`config.mk`:
```
export PLATFORM = sky130hd
export DESIGN_NAME = ripple_cla16_adder
export DESIGN_NICKNAME = d
export VERILOG_FILES = /design/src/rtl/ripple_cla16_adder.sv
export SDC_FILE = /design/constraint.sdc
export NUM_CORES = 1
export LEC_CHECK = 0
export CORE_ASPECT_RATIO = 0.9
export CORE_MARGIN = 3
export CORE_UTILIZATION = 44
export DETAILED_ROUTE_END_ITERATION = 6
export GPL_ROUTABILITY_DRIVEN = 1
export HOLD_SLACK_MARGIN = 0.06
export PLACE_DENSITY = 0.81
export SYNTH_ARGS = -nofsm -noshare
export SYNTH_HDL_FRONTEND = slang
export SYNTH_SLANG_ARGS = --single-unit
```
`constraint.sdc`:
```
create_clock -name clk -period 1.2 [get_ports clk]
set_input_delay 0.36 -clock clk [delete_from_list [all_inputs] [get_ports clk]]
set_output_delay 0.36 -clock clk [all_outputs]
set_load 0.01 [all_outputs]
```
`src/rtl/ripple_cla16_adder.sv`:
```
// 16-bit adder from four 4-bit lookahead groups with inter-group ripple; RIPPLE_CLA16_SUB_EN adds a sub port (A - B).
// Latency 1 clk (registered Output/c_out/ready2), throughput 1/clk; no backpressure, en gates capture.
module ripple_cla16_adder (
  input  logic        clk,
  input  logic        rst_n,
  input  logic        en,
  input  logic        c_in,
`ifdef RIPPLE_CLA16_SUB_EN
  input  logic        sub,
`endif
  input  logic [15:0] A,
  input  logic [15:0] B,
  output logic [15:0] Output,
  output logic        c_out,
  output logic        ready2
);

  logic [15:0] b_eff;
  logic [15:0] g;
  logic [15:0] p;
  logic [16:0] c;
  logic [15:0] sum;

`ifdef RIPPLE_CLA16_SUB_EN
  logic [15:0] b_neg;
  assign b_neg = ~B + 16'd1;
  assign b_eff = sub ? b_neg : B;
`else
  assign b_eff = B;
`endif

  assign g    = A & b_eff;
  assign p    = A ^ b_eff;
  assign c[0] = c_in;

  // Full lookahead inside each group; only c[4k] ripples between groups.
  for (genvar k = 0; k < 4; k++) begin : g_grp
    logic [3:0] gg;
    logic [3:0] pp;
    logic       ci;

    assign gg = g[4*k +: 4];
    assign pp = p[4*k +: 4];
    assign ci = c[4*k];

    assign c[4*k+1] = gg[0] | (pp[0] & ci);
    assign c[4*k+2] = gg[1] | (pp[1] & gg[0]) | (pp[1] & pp[0] & ci);
    assign c[4*k+3] = gg[2] | (pp[2] & gg[1]) | (pp[2] & pp[1] & gg[0])
                    | (pp[2] & pp[1] & pp[0] & ci);
    assign c[4*k+4] = gg[3] | (pp[3] & gg[2]) | (pp[3] & pp[2] & gg[1])
                    | (pp[3] & pp[2] & pp[1] & gg[0])
                    | (pp[3] & pp[2] & pp[1] & pp[0] & ci);
  end

  assign sum = p ^ c[15:0];

  always_ff @(posedge clk or negedge rst_n) begin
    if (!rst_n) begin
      Output <= 16'h0000;
      c_out  <= 1'b0;
      ready2 <= 1'b0;
    end else if (en) begin
      Output <= sum;
      c_out  <= c[16];
      ready2 <= 1'b1;
    end else begin
      ready2 <= 1'b0;
    end
  end

endmodule

```
==> results_dict.tcl, run 1 <==
set metrics [dict create \
    status "did not finish" \
    haltStage "5_1_grt" \
    error "[ERROR DPL-0033] detailed placement checks failed during check placement." \
    placementRows 18 \
    yosys-top-cells-area "dfrtp_1 (33%), ha_1 (14%), fa_1 (5.8%)" \
    ctsRootBufferMaster "clkbuf_4" \
    synth.distinct_cells 40 \
    dieWidth_microns 65.1 \
    synth_edf_count 0 \
    port_buffers 53 \
    cts_buffer_depth 2 \
    die_h_microns 59.2 \
    grt_max_degree 23 \
    netlist.area_leader.share 0.326 \
    synthCells 141 \
    synth.avg_cell_area_sq_um 9.81 \
    worst-ep-kind "register data pin" \
    antenna_found_initial 0 \
    yosys.area.top_type "dfrtp_1" \
    yosys_warnings 0 \
    synth_area_sq_um 1380 \
    synth.top_cells.by_count "dfrtp_1 (18), ha_1 (16), nor2_1 (13)" \
    gp_congestion 0.838 \
    worst_endpoint "Output[12]$_DFFE_PN0P_/D" \
    syn_nets 197 \
    synth.most_common_cell "dfrtp_1" \
    cts_max_level 1 \
    async_flop_share 1.00 \
    initial_core_util 0.483 \
    synth_seq_cells 18 \
    place_inst 267 \
    cts.sinks 18 \
    dp_hpwl_mm 3.37 \
    yosysSeqAreaShare 0.326 \
    synth_ff_type "dfrtp_1" \
    cts_made_buffers 3 \
    num_io_pins 54 \
    ctsHoldBuffers 0 \
]
## cell families after synthesis
| group | count (synthesis) | synth area share |
|---|---|---|
| AND/OR/NAND/NOR | 37 | 0.130 |
| adder cells (fa/ha/maj) | 20 | 0.203 |
| multiplexers | 6 | 0.0489 |
| XOR/XNOR | 6 | 0.0380 |
| buffers and inverters | 12 | 0.0326 |
| AO/OA/AOI/OAI | 42 | 0.222 |
| flip-flops | 18 | 0.326 |
## through the flow
| step | setup slack, ns | utilization | cell area (sq um) |
|---|---|---|---|
| 2_1_floorplan | -1.18 | - | 1490 |
| 3_3_place_gp | -1.68 | 0.821 | 2350 |
| 4_1_cts | -0.994 | 0.904 | 2580 |
| 3_5_place_dp | -1.77 | 0.821 | 2350 |
## repair_timing
action                                  4_1_cts
gates resized for setup                     204
endpoints found under the setup margin       35
pin swaps                                    39
buffers inserted                             17
==> run 2: changes to the inputs <==
==> config.mk (replaced) <==
export PLATFORM = sky130hd
export DESIGN_NAME = ripple_cla16_adder
export DESIGN_NICKNAME = d
export VERILOG_FILES = /design/src/rtl/ripple_cla16_adder.sv
export SDC_FILE = /design/constraint.sdc
export NUM_CORES = 1
export LEC_CHECK = 0
export CORE_AREA = 3 3 64 66
export DETAILED_ROUTE_END_ITERATION = 6
export DIE_AREA = 0 0 67 69
export GPL_ROUTABILITY_DRIVEN = 1
export PLACE_DENSITY_LB_ADDON = 0.15
export SYNTH_ARGS = -nofsm -noshare
export SYNTH_HDL_FRONTEND = slang
export SYNTH_SLANG_ARGS = --single-unit
==> results_dict.tcl, run 2 <==
set metrics [dict create \
    status "complete, but fails checks" \
    violations "negative setup slack" \
    fmax_mhz 450 \
    power_frac_seq 0.305 \
    start_kind "input pin" \
    grt_usage 0.199 \
    largest_reg_flops 16 \
    synth_area_sq_um 1380 \
    final.setup.tns_ns -9.97 \
    regMostFlops "Output" \
    tightest_slew_ns 0.260 \
    initial_core_util 0.381 \
    gp_congestion 0.811 \
    nets 300 \
    fin_cells 291 \
    crit_family "adder cells" \
    cp_slowest_cell "fa_2" \
    fin_area_sq_um 2580 \
    clk_pin_slew_ns 0.08 \
    holdWs_ns 0.434 \
    yosys.area.top_type "dfrtp_1" \
    arrival_ns 2.37 \
    skew_ns 0 \
    cp-end-kind "register" \
    cts.sinks 18 \
    multiInputGateArea_sq_um 1160 \
    pwr-share-clk 0.201 \
    hold_viol 0 \
    seq_area_sq_um 450 \
    yosys_warnings 0 \
    ctsRootBufferMaster "clkbuf_8" \
    power_density_nw_per_um2 1000 \
    placementRows 22 \
    netlist.area_leader.share 0.326 \
    synth_seq_cells 18 \
    avgViaCountPerCell 5.21 \
    port_buffers 53 \
    cts_tree "done" \
    async_flop_share 1.00 \
    max_stage_delay_ns 0.43 \
    grt_pass1_wl_mm 7.13 \
    synth.distinct_cells 40 \
    final_common_cell "buf_4" \
    rsz0062_at_grt "true" \
    cp.required_ns 1.35 \
    p_comb_frac 0.494 \
    ant_nets 0 \
    critical_path_class "input pin to register" \
    dieWidth_microns 67 \
    drt-pass1-iter-count 5 \
    antenna_cells 0 \
    crit_chain "buf_6, ha_4, and4_4, and2_4, a311o_1, a31oi_2, o21ai_2, fa_2, mux2_4" \
    ir_worst_vdd_uv 616 \
    finalMaxSlewViolations 0 \
    dp_hpwl_mm 3.13 \
    p_switching_uw 835 \
    grt_max_degree 19 \
    fillers 293 \
    drt-wirelength-per-cell_microns 15.7 \
    layout_common_cells "buf_4 (43), buf_2 (24), dfrtp_1 (18)" \
    worstHoldPathType "input pin to asynchronous set/reset pin" \
    cts_buffer_depth 2 \
    reg.largest.list "Output x16, c_out x1, ready2 x1" \
    place_inst 273 \
    dpl_cell_area_sq_um 2330 \
    design.core.area_sq_um 3630 \
    yosys-top-cells-area "dfrtp_1 (33%), ha_1 (14%), fa_1 (5.8%)" \
    grt_pass1_vias 1578 \
    clk_latency_ns 0.26 \
    synth.avg_cell_area_sq_um 9.81 \
    period_share 1.85 \
    totalWireLength_mm 4.56 \
    relSlewSlack 0.825 \
    period_minus_slack_ns 2.22 \
    fin_ws_ns -1.02 \
    antenna_found_initial 0 \
    synth_edf_count 0 \
    yosysSeqAreaShare 0.326 \
    setup_violations 15 \
    max_cap_violations 0 \
    synth_ff_type "dfrtp_1" \
    cts_max_level 1 \
    cts_made_buffers 3 \
    synth.top_cells.by_count "dfrtp_1 (18), ha_1 (16), nor2_1 (13)" \
    path_buf_inv 1 \
    num_io_pins 54 \
    synthCells 141 \
    die-area_sq_um 4620 \
    drc 0 \
    synthToLayoutAreaGrowth_pct 86.7 \
    die_h_microns 69 \
    syn_nets 197 \
    final_layout_size_suffix_gt1_frac 0.568 \
    p_int_uw 1750 \
    p_leak_uw 0.00119 \
    crit_fanout 3 \
    grt-ovfl-total 0 \
    swShare 0.323 \
    drt-initial-drc-count 74 \
    synth.most_common_cell "dfrtp_1" \
    vias 1516 \
]
-- run 2: cell counts after synthesis --
Identical to the previous run, type by type.
-- run 2: final timing paths --
check,start,end,slack [ns],cells past startpoint
max,A[6],Output[12],-1.02,9
min,rst_n,Output[9],0.43,2
max reg2reg,Output[10],Output[10],0.24,3
min reg2reg,Output[2],Output[2],0.48,1
max in group asynchronous,rst_n,Output[0],0.63,2
min in group clk,Output[2],Output[2],0.48,1
-- run 2: cells by family (layout without fill, tap and decap cells) --
| family | after synthesis | count (layout) | synth area share |
|---|---|---|---|
| AOI/OAI and AO/OA | 42 | 42 | 0.222 |
| and+or+nand+nor | 37 | 37 | 0.130 |
| adders and majority gates | 20 | 20 | 0.203 |
| DFF | 18 | 18 | 0.326 |
| buffers and inverters | 12 | 114 | 0.0326 |
| xor gates and xnor gates | 6 | 6 | 0.0380 |
| muxes | 6 | 6 | 0.0489 |
-- run 2: power by group through the flow --
stage / Combinational (uW) / Sequential [uW] / Clock [uW]
after CTS: 1220 / 789 / 522
final: 1280 / 789 / 521
after global placement: 1130 / 798 / 0
after detailed placement: 1160 / 804 / 0
after floorplan: 457 / 855 / 0
after global routing: 1380 / 807 / 557
-- run 2: what timing repair did --
| item | 4_1_cts | 5_1_grt |
|---|---|---|
| setup endpoints to repair | 35 | 16 |
| pin swaps | 38 | 17 |
| resized for setup | 192 | 18 |
| hold buffers | 0 | 0 |
| setup buffers | 15 | 1 |
-- run 2: cell type report --
class	instances	share of cell area
Timing Repair Buffer	102	0.316
Clock buffer	4	0.0213
Sequential cell	18	0.175
Tap cell	48	0.0233
Inverter	8	0.0145
Multi-Input combinational cell	111	0.451
-- run 2: per-layer routing --
metal / vias to the layer above / part of all wire / track usage / routed length, microns
li1: 725 / - / - / -
met1: 735 / 0.40 / 0.234 / 1810
met2: 50 / 0.54 / 0.360 / 2460
met3: 6 / 0.056 / 0.0261 / 256
met4: 0 / 0.0083 / 0.0653 / 38
met5: - / 0 / 0 / 0
-- run 2: through the flow --
| step | util | power, uW | worst slack, ns |
|---|---|---|---|
| 2_1_floorplan | - | 1310 | -1.18 |
| 6_report | 0.710 | 2590 | -1.02 |
| 3_5_place_dp | 0.641 | 1970 | -1.74 |
| 3_3_place_gp | 0.641 | 1930 | -1.68 |
| 5_1_grt | 0.710 | 2740 | -1.06 |
| 4_1_cts | 0.697 | 2530 | -1.00 |
-- run 2: worst register-to-register path, delay by kind of cell (launching register included) --
family	cells	cell delay, ns
compound gates	1	0.24
flops	1	0.38
simple gates	1	0.10
buf+inv	1	0.13
No activity file was read; power rests on OpenSTA's default activity.
